===== src/rtl/matmul_pkg.sv =====
// -----------------------------------------------------------------------------
// matmul_pkg
// Definitions shared by the matrix-multiply sequencer and the APB register file:
// the sequencer state encoding, the bit positions of the control-register fields,
// the register and scratchpad addresses, and a helper that checks a dimension
// field against the array size.
// -----------------------------------------------------------------------------
package matmul_pkg;

  // Sequencer states
  typedef enum logic [2:0] {
    ST_IDLE  = 3'd0,
    ST_LOAD  = 3'd1,
    ST_DRAIN = 3'd2,
    ST_WRITE = 3'd3,
    ST_DONE  = 3'd4
  } state_e;

  // Control-register field positions. N, K and M are stored as dimension-1.
  localparam int CTRL_START_BIT = 0;
  localparam int CTRL_BANK_LSB  = 2;
  localparam int CTRL_N_LSB     = 8;
  localparam int CTRL_K_LSB     = 10;
  localparam int CTRL_M_LSB     = 12;
  localparam int CTRL_FIELD_W   = 2;

  // APB addresses used by the register file and the sequencer
  localparam logic [7:0] CTRL_REG_ADDR  = 8'h00;
  localparam logic [7:0] FLAGS_REG_ADDR = 8'h04;
  localparam logic [7:0] SP_BASE_ADDR   = 8'h40;

  // Bit positions in the FLAGS register
  localparam int FLAGS_DONE_BIT = 0;
  localparam int FLAGS_ERR_BIT  = 1;
  localparam int FLAGS_BUSY_BIT = 2;

  // A field holds dimension-1, so any field value >= max_dim names a dimension
  // the array cannot hold.
  function automatic logic dim_field_bad(input logic [CTRL_FIELD_W-1:0] field,
                                         input int unsigned max_dim);
    return ({{(32-CTRL_FIELD_W){1'b0}}, field} >= max_dim);
  endfunction

endpackage


===== src/rtl/matmul_seq_counter.sv =====
// -----------------------------------------------------------------------------
// matmul_seq_counter
// Loadable up-counter with a terminal-count flag. The sequencer uses one
// instance for the k index, the drain wait and the n index.
//   clk_i       clock
//   rst_ni      asynchronous active-low reset
//   load_i      load load_val_i on the next edge (takes priority over en_i)
//   en_i        increment on the next edge
//   load_val_i  value to load
//   term_i      terminal value
//   cnt_nxt_o   value the counter takes on the next edge
//   tc_o        the current count equals term_i
// -----------------------------------------------------------------------------
module matmul_seq_counter #(
  parameter int CNT_W = 2
) (
  input  logic             clk_i,
  input  logic             rst_ni,
  input  logic             load_i,
  input  logic             en_i,
  input  logic [CNT_W-1:0] load_val_i,
  input  logic [CNT_W-1:0] term_i,
  output logic [CNT_W-1:0] cnt_nxt_o,
  output logic             tc_o
);

  logic [CNT_W-1:0] cnt_q;
  logic [CNT_W-1:0] cnt_d;

  // Next count: load, increment or hold
  always_comb begin
    cnt_d = cnt_q;
    if (load_i) begin
      cnt_d = load_val_i;
    end else if (en_i) begin
      cnt_d = cnt_q + {{(CNT_W-1){1'b0}}, 1'b1};
    end else begin
      cnt_d = cnt_q;
    end
  end

  // Count register
  always_ff @(posedge clk_i or negedge rst_ni) begin
    if (!rst_ni) begin
      cnt_q <= {CNT_W{1'b0}};
    end else begin
      cnt_q <= cnt_d;
    end
  end

  assign cnt_nxt_o = cnt_d;
  assign tc_o      = (cnt_q == term_i);

endmodule


===== src/rtl/matmul_sequencer.sv =====
// -----------------------------------------------------------------------------
// matmul_sequencer
// Runs one matrix multiply for each START: it checks the dimension fields,
// streams K operand words into the PE array, waits for the array to drain, then
// writes N result rows into the selected scratchpad bank. It finishes with a
// DONE cycle that pulses done_o and the START clear.
//   clk_i        clock
//   rst_ni       asynchronous active-low reset
//   ctrl_reg_i   control register ([0] START, [3:2] SP_BANK, [9:8] N-1,
//                [11:10] K-1, [13:12] M-1)
//   mem_rd_en_o  read enable for the A and B memories
//   mem_addr_o   A/B word index
//   pe_clear_o   clear the PE accumulators
//   pe_valid_o   read data is valid at the PE inputs
//   col_mask_o   active columns (bit j set when j < M)
//   res_row_o    selects the PE result row
//   sp_wr_en_o   scratchpad write enable
//   sp_addr_o    scratchpad word index
//   start_clr_o  one-cycle pulse telling the register file to clear START
//   busy_o       a run is in progress
//   done_o       one-cycle completion pulse
//   err_o        a dimension field was out of range; held until the next START
//                is accepted
// Each output register is loaded from the next state and the next count, so
// the outputs change on the same edge as the state.
// -----------------------------------------------------------------------------
module matmul_sequencer
  import matmul_pkg::*;
#(
  parameter int DATA_WIDTH = 32,
  parameter int BUS_WIDTH  = 64,
  parameter int ADDR_WIDTH = 5,
  parameter int PIPE_LAT   = 2,
  localparam int MAX_DIM   = BUS_WIDTH / DATA_WIDTH,
  localparam int ROW_W     = (MAX_DIM > 1) ? $clog2(MAX_DIM) : 1
) (
  input  logic                  clk_i,
  input  logic                  rst_ni,
  input  logic [15:0]           ctrl_reg_i,
  output logic                  mem_rd_en_o,
  output logic [ADDR_WIDTH-1:0] mem_addr_o,
  output logic                  pe_clear_o,
  output logic                  pe_valid_o,
  output logic [MAX_DIM-1:0]    col_mask_o,
  output logic [ROW_W-1:0]      res_row_o,
  output logic                  sp_wr_en_o,
  output logic [ADDR_WIDTH-1:0] sp_addr_o,
  output logic                  start_clr_o,
  output logic                  busy_o,
  output logic                  done_o,
  output logic                  err_o
);

  // The counter must hold any legal dimension index and the drain count PIPE_LAT.
  localparam int CNT_DIM_W = $clog2(MAX_DIM) + 1;
  localparam int CNT_PL_W  = $clog2(PIPE_LAT + 1);
  localparam int CNT_W     = (CNT_DIM_W > CNT_PL_W) ? CNT_DIM_W : CNT_PL_W;

  state_e state_q, state_d;

  // Fields latched when START is accepted
  logic [CTRL_FIELD_W-1:0] n_m1_q, n_m1_d;
  logic [CTRL_FIELD_W-1:0] k_m1_q, k_m1_d;
  logic [CTRL_FIELD_W-1:0] m_m1_q, m_m1_d;
  logic [CTRL_FIELD_W-1:0] bank_q, bank_d;
  logic                    err_q,  err_d;

  // Output registers
  logic                  mem_rd_en_q, mem_rd_en_d;
  logic [ADDR_WIDTH-1:0] mem_addr_q,  mem_addr_d;
  logic                  pe_clear_q,  pe_clear_d;
  logic                  pe_valid_q,  pe_valid_d;
  logic [MAX_DIM-1:0]    col_mask_q,  col_mask_d;
  logic [ROW_W-1:0]      res_row_q,   res_row_d;
  logic                  sp_wr_en_q,  sp_wr_en_d;
  logic [ADDR_WIDTH-1:0] sp_addr_q,   sp_addr_d;
  logic                  start_clr_q, start_clr_d;
  logic                  busy_q,      busy_d;
  logic                  done_q,      done_d;

  // Shared counter
  logic             cnt_load;
  logic [CNT_W-1:0] cnt_term;
  logic [CNT_W-1:0] cnt_nxt;
  logic             cnt_tc;

  // Control-register decode
  logic                    start;
  logic [CTRL_FIELD_W-1:0] fld_n, fld_k, fld_m, fld_bank;
  logic                    dim_bad;
  logic                    ctrl_unused;

  assign start    = ctrl_reg_i[CTRL_START_BIT];
  assign fld_bank = ctrl_reg_i[CTRL_BANK_LSB +: CTRL_FIELD_W];
  assign fld_n    = ctrl_reg_i[CTRL_N_LSB    +: CTRL_FIELD_W];
  assign fld_k    = ctrl_reg_i[CTRL_K_LSB    +: CTRL_FIELD_W];
  assign fld_m    = ctrl_reg_i[CTRL_M_LSB    +: CTRL_FIELD_W];
  assign dim_bad  = dim_field_bad(fld_n, MAX_DIM) | dim_field_bad(fld_k, MAX_DIM) |
                    dim_field_bad(fld_m, MAX_DIM);
  // Reserved control bits are not used by the sequencer
  assign ctrl_unused = ^{ctrl_reg_i[15:14], ctrl_reg_i[7:4], ctrl_reg_i[1]};

  // Terminal count for the current phase
  always_comb begin
    cnt_term = {CNT_W{1'b0}};
    case (state_q)
      ST_LOAD:  cnt_term = CNT_W'(k_m1_q);
      ST_DRAIN: cnt_term = CNT_W'(PIPE_LAT);
      ST_WRITE: cnt_term = CNT_W'(n_m1_q);
      default:  cnt_term = {CNT_W{1'b0}};
    endcase
  end

  // Restart the counter at 0 on every state change and while idle
  assign cnt_load = (state_d != state_q) || (state_q == ST_IDLE);

  matmul_seq_counter #(
    .CNT_W(CNT_W)
  ) u_cnt (
    .clk_i      (clk_i),
    .rst_ni     (rst_ni),
    .load_i     (cnt_load),
    .en_i       (1'b1),
    .load_val_i ({CNT_W{1'b0}}),
    .term_i     (cnt_term),
    .cnt_nxt_o  (cnt_nxt),
    .tc_o       (cnt_tc)
  );

  // Next state, field latching and the sticky error flag
  always_comb begin
    state_d = state_q;
    n_m1_d  = n_m1_q;
    k_m1_d  = k_m1_q;
    m_m1_d  = m_m1_q;
    bank_d  = bank_q;
    err_d   = err_q;
    case (state_q)
      ST_IDLE: begin
        if (start) begin
          n_m1_d = fld_n;
          k_m1_d = fld_k;
          m_m1_d = fld_m;
          bank_d = fld_bank;
          if (dim_bad) begin
            err_d   = 1'b1;
            state_d = ST_DONE;
          end else begin
            err_d   = 1'b0;
            state_d = ST_LOAD;
          end
        end else begin
          state_d = ST_IDLE;
        end
      end
      ST_LOAD: begin
        if (cnt_tc) begin
          state_d = ST_DRAIN;
        end else begin
          state_d = ST_LOAD;
        end
      end
      ST_DRAIN: begin
        if (cnt_tc) begin
          state_d = ST_WRITE;
        end else begin
          state_d = ST_DRAIN;
        end
      end
      ST_WRITE: begin
        if (cnt_tc) begin
          state_d = ST_DONE;
        end else begin
          state_d = ST_WRITE;
        end
      end
      ST_DONE:  state_d = ST_IDLE;
      default:  state_d = ST_IDLE;
    endcase
  end

  // Output values for the next cycle, from the next state and the next count
  always_comb begin
    mem_rd_en_d = 1'b0;
    mem_addr_d  = {ADDR_WIDTH{1'b0}};
    pe_clear_d  = 1'b0;
    res_row_d   = {ROW_W{1'b0}};
    sp_wr_en_d  = 1'b0;
    sp_addr_d   = {ADDR_WIDTH{1'b0}};
    start_clr_d = 1'b0;
    done_d      = 1'b0;
    busy_d      = (state_d != ST_IDLE);
    col_mask_d  = {MAX_DIM{1'b0}};
    case (state_d)
      ST_LOAD: begin
        mem_rd_en_d = 1'b1;
        mem_addr_d  = ADDR_WIDTH'(cnt_nxt);
        pe_clear_d  = (cnt_nxt == {CNT_W{1'b0}});
      end
      ST_WRITE: begin
        sp_wr_en_d = 1'b1;
        res_row_d  = cnt_nxt[ROW_W-1:0];
        sp_addr_d  = ADDR_WIDTH'(bank_d) * ADDR_WIDTH'(MAX_DIM) + ADDR_WIDTH'(cnt_nxt);
      end
      ST_DONE: begin
        start_clr_d = 1'b1;
        done_d      = 1'b1;
      end
      default: begin
        mem_rd_en_d = 1'b0;
      end
    endcase
    for (int j = 0; j < MAX_DIM; j++) begin
      col_mask_d[j] = busy_d & (j <= int'(m_m1_d));
    end
  end

  // Read data reaches the PE inputs one cycle after the read is issued
  assign pe_valid_d = mem_rd_en_q;

  // State and latched fields
  always_ff @(posedge clk_i or negedge rst_ni) begin
    if (!rst_ni) begin
      state_q <= ST_IDLE;
      n_m1_q  <= {CTRL_FIELD_W{1'b0}};
      k_m1_q  <= {CTRL_FIELD_W{1'b0}};
      m_m1_q  <= {CTRL_FIELD_W{1'b0}};
      bank_q  <= {CTRL_FIELD_W{1'b0}};
      err_q   <= 1'b0;
    end else begin
      state_q <= state_d;
      n_m1_q  <= n_m1_d;
      k_m1_q  <= k_m1_d;
      m_m1_q  <= m_m1_d;
      bank_q  <= bank_d;
      err_q   <= err_d;
    end
  end

  // Output registers
  always_ff @(posedge clk_i or negedge rst_ni) begin
    if (!rst_ni) begin
      mem_rd_en_q <= 1'b0;
      mem_addr_q  <= {ADDR_WIDTH{1'b0}};
      pe_clear_q  <= 1'b0;
      pe_valid_q  <= 1'b0;
      col_mask_q  <= {MAX_DIM{1'b0}};
      res_row_q   <= {ROW_W{1'b0}};
      sp_wr_en_q  <= 1'b0;
      sp_addr_q   <= {ADDR_WIDTH{1'b0}};
      start_clr_q <= 1'b0;
      busy_q      <= 1'b0;
      done_q      <= 1'b0;
    end else begin
      mem_rd_en_q <= mem_rd_en_d;
      mem_addr_q  <= mem_addr_d;
      pe_clear_q  <= pe_clear_d;
      pe_valid_q  <= pe_valid_d;
      col_mask_q  <= col_mask_d;
      res_row_q   <= res_row_d;
      sp_wr_en_q  <= sp_wr_en_d;
      sp_addr_q   <= sp_addr_d;
      start_clr_q <= start_clr_d;
      busy_q      <= busy_d;
      done_q      <= done_d;
    end
  end

  assign mem_rd_en_o = mem_rd_en_q;
  assign mem_addr_o  = mem_addr_q;
  assign pe_clear_o  = pe_clear_q;
  assign pe_valid_o  = pe_valid_q;
  assign col_mask_o  = col_mask_q;
  assign res_row_o   = res_row_q;
  assign sp_wr_en_o  = sp_wr_en_q;
  assign sp_addr_o   = sp_addr_q;
  assign start_clr_o = start_clr_q;
  assign busy_o      = busy_q;
  assign done_o      = done_q;
  assign err_o       = err_q;

endmodule


===== config.mk =====
export PLATFORM = sky130hd
export DESIGN_NAME = matmul_sequencer
export DESIGN_NICKNAME = d
export VERILOG_FILES = /design/src/rtl/matmul_pkg.sv /design/src/rtl/matmul_seq_counter.sv /design/src/rtl/matmul_sequencer.sv
export SDC_FILE = /design/constraint.sdc
export NUM_CORES = 1
export LEC_CHECK = 0
export ABC_AREA = 1
export CORE_AREA = 2 2 79 43
export CTS_CLUSTER_DIAMETER = 120
export DETAILED_ROUTE_END_ITERATION = 12
export DIE_AREA = 0 0 81 45
export GPL_TIMING_DRIVEN = 1
export HOLD_SLACK_MARGIN = 0.06
export PLACE_DENSITY_LB_ADDON = 0.05
export SLEW_MARGIN = 40
export SYNTH_ARGS = -nofsm -noshare
export SYNTH_HDL_FRONTEND = slang
export SYNTH_SLANG_ARGS = --single-unit

===== constraint.sdc =====
create_clock -name clk_i -period 2.15 [get_ports clk_i]
set_clock_uncertainty 0.05 [all_clocks]
set_input_delay 0.3225 -clock clk_i [delete_from_list [all_inputs] [get_ports clk_i]]
set_output_delay 0.3225 -clock clk_i [all_outputs]
set_load 0.005 [all_outputs]

==> After elaboration in Yosys (flattened, before gate mapping) <==
Cells that the tools add are included.
W data, S select, Z words.
{ "op_classes": {"addsub": 2, "n_lt_le_gt_ge": 4, "eq_ne": 8, "muxes": 20, "bitwise": 3, "n_reduce_logical": 5} }
{ "ops": {"columns": ["operator", "count"], "rows": [
  ["$mux W2", 7],
  ["$pmux W3 S4", 1],
  ["$eq A3 B2 Y1 const B", 3],
  ["$mux W3", 3],
  ["$mux W1", 7],
  ["$eq A3 B1 Y1 const B", 2],
  ["$ge A2 B2 Y1 const B", 3],
  ["$pmux W2 S3", 1],
  ["$add A3 B2 Y4", 1],
  ["$mux W4", 1],
  ["$eq A3 B3 Y1 const B", 1],
  ["$logic_not A3 Y1", 1],
  ["$ne A3 B3 Y1", 1],
  ["$reduce_bool A3 Y1", 1],
  ["$add A2 B1 Y2 const B", 1],
  ["$eq A2 B2 Y1", 1],
  ["$le A1 B2 Y1 const A", 1],
  ["$logic_not A2 Y1", 1],
  ["$or A1 B1 Y1", 2],
  ["$reduce_and A2 Y1", 1],
  ["$and A1 B1 Y1", 1],
  ["$logic_or A1 B1 Y1", 1]
]} }
{ "word_totals": {"regBits": 33, "in_bits": 18, "wordCells": 59} }

==> Logic depth before layout (Yosys ltp) <==
{ "depth": {"ltp_word": 11, "ltp_mapped": 15, "ltp_nobuf": 15} }

==> Hierarchy <==
Synthesis repeated with hierarchy kept, for this count alone.
{ "hier_totals": {"hier_cells": 140, "hier_area_um2": 1290.0} }
{ "modules_own_cells": {"columns": ["module", "n_inst", "cells_per_inst", "area_each_um2", "seq_area_each_um2"], "rows": [
  ["matmul_sequencer", 1, 120, 1161.1, 625.6],
  ["matmul_seq_counter", 1, 20, 128.9, 50.0]
]} }

==> Worst setup path after synthesis <==
No wires, ideal clock.
{ "synth_path": {"path_type": "register -> register", "from": "register state_q[0]", "to": "register sp_addr_q[2] (netlist: sp_addr_o[2])", "setup_ns": 0.123, "arrival_ns": 1.802, "required_ns": 1.977, "setup_slack_ns": 0.175, "path_stages_with_launch": 14, "n_path_buf": 1, "period_less_slack_ns": 1.975, "cell_sequence": "dfrtp_1 -> nor2_2 -> nand3_1 -> buf_6 -> nor2_1 -> inv_1 -> nand2_1 -> inv_2 -> nand3_2 -> inv_1 -> ha_1 -> ha_1 -> inv_1 -> nor2_1"} }
{ "synth_via": {"elab_chain_len": 10} }
{ "synth_lines": {"columns": ["item", "line", "source"], "rows": [
  ["from (decl)", "matmul_sequencer.sv:59", "state_e state_q, state_d;"],
  ["from (signal assigned)", "matmul_sequencer.sv:231", "state_q <= state_d;"],
  ["$eq A3 B2 Y1 / $eq A3 B1 Y1 (equally long branches)", "matmul_sequencer.sv:106, matmul_sequencer.sv:138", null],
  ["$pmux W2 S3", "matmul_sequencer.sv:106", "case (state_q)"],
  ["$eq A2 B2 Y1", "matmul_seq_counter.sv:52", "assign tc_o = (cnt_q == term_i);"],
  ["$mux W3 (tied with other cells)", "matmul_sequencer.sv:171", "if (cnt_tc) begin"],
  ["$pmux W3 S4", "matmul_sequencer.sv:138", "case (state_q)"],
  ["$ne A3 B3 Y1", "matmul_sequencer.sv:115", "assign cnt_load = (state_d != state_q) || (state_q == ST_IDLE);"],
  ["$logic_or A1 B1 Y1 *", "matmul_sequencer.sv:115", null],
  ["$mux W2 *", "matmul_seq_counter.sv:33", "if (load_i) begin"],
  ["net cnt_nxt[1]", "matmul_sequencer.sv:84", "logic [CNT_W-1:0] cnt_nxt;"],
  ["$add A3 B2 Y4 *", "matmul_sequencer.sv:203", "sp_addr_d = ADDR_WIDTH'(bank_d) * ADDR_WIDTH'(MAX_DIM) + ADDR_WIDTH'(cnt_nxt);"],
  ["$mux W4 *", "matmul_sequencer.sv:194", "case (state_d)"],
  ["net sp_addr_d[2]", "matmul_sequencer.sv:76", "logic [ADDR_WIDTH-1:0] sp_addr_q, sp_addr_d;"],
  ["to (signal assigned)", "matmul_sequencer.sv:250", "sp_addr_q <= {ADDR_WIDTH{1'b0}};"],
  ["to (signal assigned)", "matmul_sequencer.sv:262", "sp_addr_q <= sp_addr_d;"],
  ["to (decl)", "matmul_sequencer.sv:76", null]
]} }
The timed path passes the listed nets; every way through them passes the cells marked *.
A chain may end at the register's enable or synchronous reset.

==> Worst setup path after layout <==
Ends and elaborated chain as after synthesis.

==> results.cfg <==
[hold_path]
hp-class = reg2reg
hp-start = mem_rd_en_o$_DFF_PN0_
hold_path_end = pe_valid_o$_DFF_PN0_
worstHoldPathCells = 0

[routing]
initialDrtViolationCount = 28
drc_errors = 0
viasPerCell = 4.48
post_drt_wl_per_cell_um = 11.5
ant_nets = 0
first_pass_iters = 4
dr_total_vias = 945
routed_wl_mm = 2.44

[timing]
maxClockFrequency_mhz = 495
slew_viol_final = 0
finalHoldViolCount = 0
fin_crit_sh = 0.939
setup_viol = 0
tns_ps = 0
finalWorstPathRequiredPeriod_ps = 2020

[synth]
syn_area_sq_mm = 0.00130
synth.most_common_cell = dfrtp_1
synth_area_leaders = dfrtp_1, inv_1, nand2_1
yosys_most_used_dff = dfrtp_1
avgSynthCellArea_sq_um = 9.84
synth_top_area_frac = 0.520
synth_common_cells = dfrtp_1, inv_1, nand2_1
yosysTopAreaCell = dfrtp_1
yosysWarnings = 0
syn_inst = 132
ys_async_sr_fraction = 1.00
synth.distinct_cells = 26
synth-edff-count = 0
ys_ff_latch = 27
seq_area_frac_synth = 0.520

[floorplanning]
die_h_um = 45
rows = 14
dieArea_sq_mm = 0.00365
floorplan.die.width_um = 81
pin_count = 39
core_area_sq_mm = 0.00291
initial_core_util = 0.447

[critical_path]
regToRegStartpoint = state_q[0]$_DFF_PN0_
r2r_end = sp_addr_o[2]$_DFF_PN0_
criticalPathCategory = reg2reg
path_buf_inv = 3
r2r_setup_slack_ps = 130
required_ps = 2270
cp_slowest_cell = dfrtp_1
cp.arrival_ps = 2140
crit_fanout = 3
reg2reg_depth = 14
max_stage_delay_ps = 410
crit_chain = buf_4, nand4_1, nand2_1, nand2_1, nand2_2, nand4_1, nand2_2, nor2_4, nand3_2, inv_2, ha_4, ha_4, inv_2, nor2_2
crit_path_start_kind = flop
end_kind = flop
cp_num_cells = 14
crit_family = simple AND/OR/NAND/NOR gates

[global_route]
grt_first_pass_wirelength_mm = 4.12
antenna_found_initial = 0
grt_max_degree = 28
track_usage = 0.154
gr-total-overflow = 0
grt_pass1_vias = 901

[place]
dp_hpwl_mm = 1.87
port_buffers = 27
place.gp.congestion = 0.843

[clock_tree]
cts_hold_buf = 0
clk_pin_slew_worst_paths_ps = 100
cts_max_level = 1
tritoncts = built
cts.sinks = 27
clockBufferDepth = 2
clock_latency_ps = 280
numCtsBuffers = 3
clockRootBuffer = clkbuf_8

[finish]
fin_nets = 192
antenna_cells = 0
fillCellCount = 272
syn_to_final_growth_pct = 35.4
drive_gt1_frac = 0.322

[pwr]
power_density_mw_per_mm2 = 1200
total_power_mw = 2.11
irDropWorstVdd_mv = 0.552
p_leak_nw = 0.871

[status]
status = finished clean

[flow_run]
maxCapViolCount = 0
[state kept, by name (all words and copies together) (netlist names), 2 cells and up]
name         cells
mem_addr_o       2
sp_addr_o        4
u_cnt.cnt_q      2
m_m1_q           2
col_mask_o       2
k_m1_q           2
n_m1_q           2
state_q          3
bank_q           2
[area by class of cell]
class                           instances  area, sq um  share of cell area
Sequential cell                        27          677               0.385
Multi-Input combinational cell         75          519               0.295
Timing Repair Buffer                   40          368               0.209
Inverter                               25         93.8              0.0534
Tap cell                               40         50.0              0.0285
Clock buffer                            3         41.3              0.0235
Clock inverter                          1         8.76             0.00498
[where the power goes]
group	internal, mW	total (mW)	switching, mW	leakage, nW
Sequential	0.690	0.782	0.0921	0.345
Combinational	0.517	1.02	0.507	0.500
Clock	0.136	0.306	0.170	0.0261
Total	1.34	2.11	0.769	0.871
[metrics by stage]
step	cells	utilization	instance area [sq um]	hold slack (ps)	setup WS, ps
after global placement	205	0.567	1650	309	-159
after detailed placement	205	0.567	1650	322	-144
after global routing	211	0.605	1760	359	-12.0
after CTS	209	0.584	1700	344	28.0
after floorplan	135	-	1310	-23.1	175
final	211	0.605	1760	337	130
[cell usage in the layout (no fill, tap or decap), drive strengths merged]
cell type / instances
a21oi: 2
buf: 13
clkbuf: 3
clkdlybuf4s50: 27
conb: 4
dfrtp: 27
ha: 2
inv: 26
mux2: 7
mux2i: 1
nand2: 22
nand3: 9
nand4: 7
nor2: 17
nor3: 1
o21ai: 1
or2: 2
[timing repair]
item / in CTS / in global routing
buffers inserted: 0 / 2
resized for setup: 0 / 12
endpoints found under the setup margin: 0 / 2
[how the worst max path moves through the flow]
| stage | startpoint | to |
|---|---|---|
| floorplan | state_q[0]$_DFF_PN0_ | sp_addr_o[2]$_DFF_PN0_ |
| global placement | ctrl_reg_i[9] | sp_addr_o[2]$_DFF_PN0_ |
| detailed placement | ctrl_reg_i[0] | sp_addr_o[2]$_DFF_PN0_ |
| CTS | state_q[0]$_DFF_PN0_ | sp_addr_o[2]$_DFF_PN0_ |
| global route | state_q[0]$_DFF_PN0_ | sp_addr_o[2]$_DFF_PN0_ |
| finish | state_q[0]$_DFF_PN0_ | sp_addr_o[2]$_DFF_PN0_ |
[logic make-up after synthesis]
group,after synthesis,share of synthesized area
compound gates,3,0.0231
fa+ha+maj,2,0.0193
buf+inv,33,0.121
flops,27,0.520
mux,8,0.0713
other cells,1,0.00289
simple gates,58,0.242
[worst register-to-register path: cells and delay by family, from the launching register on]
family / cells / cell delay (ps)
buffers and inverters: 3 / 290
adder cells (fa/ha/maj): 2 / 330
flip-flops: 1 / 410
AND/OR/NAND/NOR: 9 / 830
[metal layers]
| layer | track usage | wire (um) | vias up |
|---|---|---|---|
| li1 | - | - | 476 |
| met2 | 0.253 | 1050 | 30 |
| met5 | 0 | 0 | - |
| met4 | 0.0203 | 0 | 0 |
| met1 | 0.197 | 1190 | 439 |
| met3 | 0.0660 | 200 | 0 |
Power figures use the tool's default switching activity.
